**src/rtl/bias_update_sched.sv**
```systemverilog
// bias_update_sched: shares the single bias-table port between fetch lookups
// and buffered EX-stage bias updates, and runs a full-table clear sweep.
module bias_update_sched #(
    parameter int DEPTH      = 4,
    parameter int STARVE_MAX = 3
) (
    input  logic        i_clk,
    input  logic        i_rst_n,
    input  logic        i_upd_valid,
    input  logic [31:0] i_upd_pc,
    input  logic        i_upd_taken,
    output logic        o_upd_ready,
    input  logic        i_lkp_req,
    output logic        o_lkp_stall,
    input  logic        i_clear,
    output logic        o_clear_busy,
    output logic        o_bt_valid_update,
    output logic [31:0] o_bt_pc,
    output logic        o_bt_actual_taken
);

    localparam int PW = $clog2(DEPTH);
    localparam int CW = PW + 1;
    localparam logic [CW-1:0] FULL_COUNT = CW'(DEPTH);
    localparam logic [3:0]    STARVE_LIM = 4'(STARVE_MAX);

    typedef enum logic {
        IDLE  = 1'b0,
        CLEAR = 1'b1
    } state_t;

    state_t        r_state;
    logic [32:0]   r_fifoMem [DEPTH];
    logic [PW-1:0] r_wrPtr;
    logic [PW-1:0] r_rdPtr;
    logic [CW-1:0] r_count;
    logic [3:0]    r_starveCnt;
    logic [7:0]    r_clrIdx;

    logic          w_push;
    logic          w_pop;
    logic [32:0]   w_head;

    assign o_upd_ready  = (r_state == IDLE) && (r_count < FULL_COUNT);
    assign o_clear_busy = (r_state == CLEAR);
    assign w_push       = i_upd_valid && o_upd_ready;
    assign w_head       = r_fifoMem[r_rdPtr];

    // Drain an entry when fetch leaves the port free, or force one once the head has starved long enough
    always_comb begin
        w_pop = 1'b0;
        if (r_state == IDLE) begin
            w_pop = (r_count != '0) && (!i_lkp_req || (r_starveCnt == STARVE_LIM));
        end
    end

    // Steer the table port: clear-sweep writes, a drained FIFO head, or nothing (all zeros)
    always_comb begin
        o_bt_valid_update = 1'b0;
        o_bt_pc           = 32'd0;
        o_bt_actual_taken = 1'b0;
        o_lkp_stall       = 1'b0;
        if (r_state == CLEAR) begin
            o_bt_valid_update = 1'b1;
            o_bt_pc           = {22'd0, r_clrIdx, 2'b00};
            o_bt_actual_taken = 1'b0;
            o_lkp_stall       = i_lkp_req;
        end else if (w_pop) begin
            o_bt_valid_update = 1'b1;
            o_bt_pc           = w_head[32:1];
            o_bt_actual_taken = w_head[0];
            o_lkp_stall       = i_lkp_req;
        end
    end

    // FIFO storage needs no reset; occupancy and pointers decide what is valid
    always_ff @(posedge i_clk) begin
        if (w_push) begin
            r_fifoMem[r_wrPtr] <= {i_upd_pc, i_upd_taken};
        end
    end

    // Control FSM: FIFO bookkeeping and starvation tracking in IDLE, index walk in CLEAR
    always_ff @(posedge i_clk or negedge i_rst_n) begin
        if (!i_rst_n) begin
            r_state     <= IDLE;
            r_wrPtr     <= '0;
            r_rdPtr     <= '0;
            r_count     <= '0;
            r_starveCnt <= '0;
            r_clrIdx    <= '0;
        end else if (r_state == IDLE) begin
            if (i_clear) begin
                r_state     <= CLEAR;
                r_wrPtr     <= '0;
                r_rdPtr     <= '0;
                r_count     <= '0;
                r_starveCnt <= '0;
                r_clrIdx    <= '0;
            end else begin
                if (w_push) begin
                    r_wrPtr <= r_wrPtr + PW'(1);
                end
                if (w_pop) begin
                    r_rdPtr <= r_rdPtr + PW'(1);
                end
                if (w_push && !w_pop) begin
                    r_count <= r_count + CW'(1);
                end else if (!w_push && w_pop) begin
                    r_count <= r_count - CW'(1);
                end
                if (w_pop || (r_count == '0)) begin
                    r_starveCnt <= '0;
                end else if (i_lkp_req && (r_starveCnt != STARVE_LIM)) begin
                    r_starveCnt <= r_starveCnt + 4'd1;
                end
            end
        end else begin
            r_clrIdx <= r_clrIdx + 8'd1;
            if (r_clrIdx == 8'hFF) begin
                r_state <= IDLE;
            end
        end
    end

endmodule

```
**config.mk**
```make
export PLATFORM = sky130hd
export DESIGN_NAME = bias_update_sched
export DESIGN_NICKNAME = d
export VERILOG_FILES = /design/src/rtl/bias_update_sched.sv
export SDC_FILE = /design/constraint.sdc
export NUM_CORES = 1
export LEC_CHECK = 0
export CORE_MARGIN = 2
export CORE_UTILIZATION = 57
export DETAILED_ROUTE_END_ITERATION = 16
export DONT_BUFFER_PORTS = 1
export GPL_ROUTABILITY_DRIVEN = 1
export PLACE_DENSITY = 0.77
export SYNTH_ARGS = -nofsm -noshare
export SYNTH_HDL_FRONTEND = slang
export SYNTH_SLANG_ARGS = --single-unit
```
**constraint.sdc**
```tcl
create_clock -name i_clk -period 2.25 [get_ports i_clk]
set_clock_uncertainty 0.05 [all_clocks]
set_input_delay 0.675 -clock i_clk [delete_from_list [all_inputs] [get_ports i_clk]]
set_output_delay 0.675 -clock i_clk [all_outputs]
set_load 0.05 [all_outputs]
```
==> out/metrics.cfg <==
[status]
outcome=finished, violations left
violations=negative setup slack

[placement]
place_congestion=0.739
dpl_cell_area_um2=7100
port_buffers=0
place_ws_ns=-0.141
dp.cells=514
dp_hpwl_um=7580

[cells_and_area]
area_delta_synth_final_pct=24.7
nets=441
layout-drive-gt1-share_pct=39.4
antennaDiodeCount=0
finalNonFillerCells=549
fin_area_um2=7740

[critical_path]
worstSetupPathType=flip-flop to primary output
cp_slowest_cell=or3b_4
worstSetupEndpointType=primary output
cp_top_family=simple AND/OR/NAND/NOR gates
path_common_cell=buf_12
worstReg2RegStart=r_starveCnt[0]
critPathMaxStageDelay_ns=0.39
critPathLaunchType=flip-flop
arrival_ns=2.22
critical_path_buf_inv_count=2
required_ns=1.52
reg2reg_to=r_count[2]
r2r_slack_ns=-0.05
r2r_cells=8
path_cells=ha_2 -> or3b_4 -> a21oi_4 -> buf_12 -> nand2_1 -> o21ai_4 -> buf_12
crit_fanout=14

[min_path]
worstHoldPathType=input pin to flip-flop
hold_end=r_fifoMem[0][23]
holdPathStages=0
min_from=i_upd_pc[22]

[cts]
htree_levels=4
cts_tree=built
cts_inserted_buffers=17
root_buffer=clkbuf_8
clkLatencyLatePin_ns=0.52
cts_sinks=152
clk_pin_slew_ns=0.06
clockBufferDepth=2

[die]
initial_core_util_pct=57.8
coreArea_um2=10700
die_width_um=108
rows=38
die_h_um=108
die_area_um2=11700
ioPinCount=75

[timing]
slew_viol_final=0
setup_viol_count_final=37
layout_setup_ws_ns=-0.690
setup-tns-final_ns=-23.54
fmax_mhz=340
hold_viol=0
slew_headroom_pct=38.9
tightest_slew_ns=0.914
min_period_ns=2.94
rsz0062_at_grt=true
period_share_pct=131

[logic_synthesis]
yosysWarnings=0
netlist_instances=350
syn-cell-area_um2=6210
synth_top_area_share_pct=63.8
synth_area_leaders=edfxtp_1 64%, mux4_2 12%, dfrtp_1 8.1%
synth_edf_count=132
synth_cell_type_count=41
muxShareOfSynthArea_pct=12.1
synth_commonest_cells=132 x edfxtp_1, 33 x mux4_2, 29 x nand2_1, 28 x and3_1, 20 x dfrtp_1
synth-xor-area-share_pct=0.987
synthesis.nets=395
synth_top_area_cell=edfxtp_1
ys_async_sr_fraction_pct=13.2
synth_compound_area_share_pct=4.03
synth_ff_type=edfxtp_1
synth_seq_cells=152
ys_seq_area_share_pct=71.9
yosysMostFrequentCell=edfxtp_1
synth_simple_gate_area_share_pct=7.39
synth_top_family_by_area=multiplexers
synth_adder_area_share_pct=1.53
synth_area_per_cell_um2=17.7

[routing]
drt-total-wl_um=11900
avgRoutedWirePerCell_um=21.7
firstDrtPassIters=4
first_iter_violations=158
drtAntennaViolNets=0
drc=0
num_vias=3289
viasPerCell=5.99

[grt]
grt_pass1_wl_um=18400
overflow=0
grt_usage_pct=21.9
grt_pass1_vias=3421
grt_max_degree=24
antenna_found_initial=0

[power]
pwr_density_cell_nw_per_um2=1060
p_comb_share_pct=25.0
p_int_mw=5.96
seqPwrFrac_pct=40.8
p_leak_nw=2.70
switching_power_mw=2.24
p_clk_share_pct=34.2
ir_drop_v=0.000610
swShare_pct=27.3

[flow_run]
drv_cap=0

[power by group through the flow]
| stage | logic, mW | registers [mW] | clock network (mW) |
|---|---|---|---|
| after floorplan | 1.34 | 3.35 | 0 |
| after CTS | 2.06 | 3.34 | 2.85 |
| after global placement | 2.00 | 3.38 | 0 |
| final | 2.05 | 3.34 | 2.81 |
| after global routing | 2.19 | 3.36 | 2.97 |
| after detailed placement | 2.03 | 3.39 | 0 |
[cell families after synthesis]
logic type,after synthesis
AO/OA/AOI/OAI,37
XOR/XNOR,7
adder cells (fa/ha/maj),7
buffers and inverters,28
flip-flops,152
multiplexers,34
AND/OR/NAND/NOR,85
[layout make-up]
type	count	area, um^2
inverter	7	26.3
sequential	152	4470
clock buffer	18	418
fill	670	3000
timing repair buffer	48	624
multi-input combinational	170	1860
tap	140	175
clock inverter	14	173
[flip-flops by register name, summed over array words and instances (netlist names)]
register      count
r_fifoMem       132
r_starveCnt       4
o_clear_busy      1
r_rdPtr           2
r_clrIdx          8
r_count           3
r_wrPtr           2
[through the flow]
| step | hold slack [ns] | utilization, % | total power [mW] |
|---|---|---|---|
| after floorplan | 0.329 | - | 4.69 |
| after global placement | 0.330 | 66.1 | 5.38 |
| after detailed placement | 0.330 | 66.1 | 5.43 |
| after CTS | 0.178 | 71.9 | 8.25 |
| after global routing | 0.171 | 72.1 | 8.52 |
| final | 0.197 | 72.1 | 8.20 |
[layer usage]
metal | routed length, um | vias up | global-route usage (%)
met3 | 630 | 16 | 6.09
met2 | 6270 | 73 | 35.8
met1 | 4860 | 1723 | 28.7
li1 | - | 1477 | -
met4 | 160 | 0 | 7.33
met5 | 0 | - | 0
[timing repair]
action | in CTS | in global routing
setup endpoints to repair | 37 | 37
buffers inserted | 1 | 1
hold buffers | 1 | 0
pin swaps | 10 | 5
hold endpoints to repair | 20 | 0
resized for setup | 3 | 3
[worst max path at each step]
stage | startpoint | endpoint | slack [ns] | depth (start not counted)
finish | r_starveCnt[0] | o_bt_pc[5] | -0.69 | 7
global route | r_starveCnt[0] | o_bt_pc[5] | -0.79 | 7
CTS | r_starveCnt[0] | o_bt_pc[6] | -0.71 | 7
detailed placement | r_starveCnt[1] | o_bt_pc[6] | -0.14 | 7
global placement | r_starveCnt[0] | o_bt_pc[6] | -0.10 | 7
floorplan | r_starveCnt[0] | o_bt_pc[12] | -0.17 | 6
[placed cells by master, fill, tap and decap left out, types with 5 or more instances in the layout]
cell type / count
edfxtp_1: 132
mux4_2: 33
nand2_1: 29
and3_4: 25
buf_4: 25
buf_12: 20
dfrtp_1: 17
clkbuf_16: 16
o21ai_0: 10
o21ai_4: 8
inv_1: 7
ha_1: 5
No activity file was read; power rests on OpenSTA's default activity.
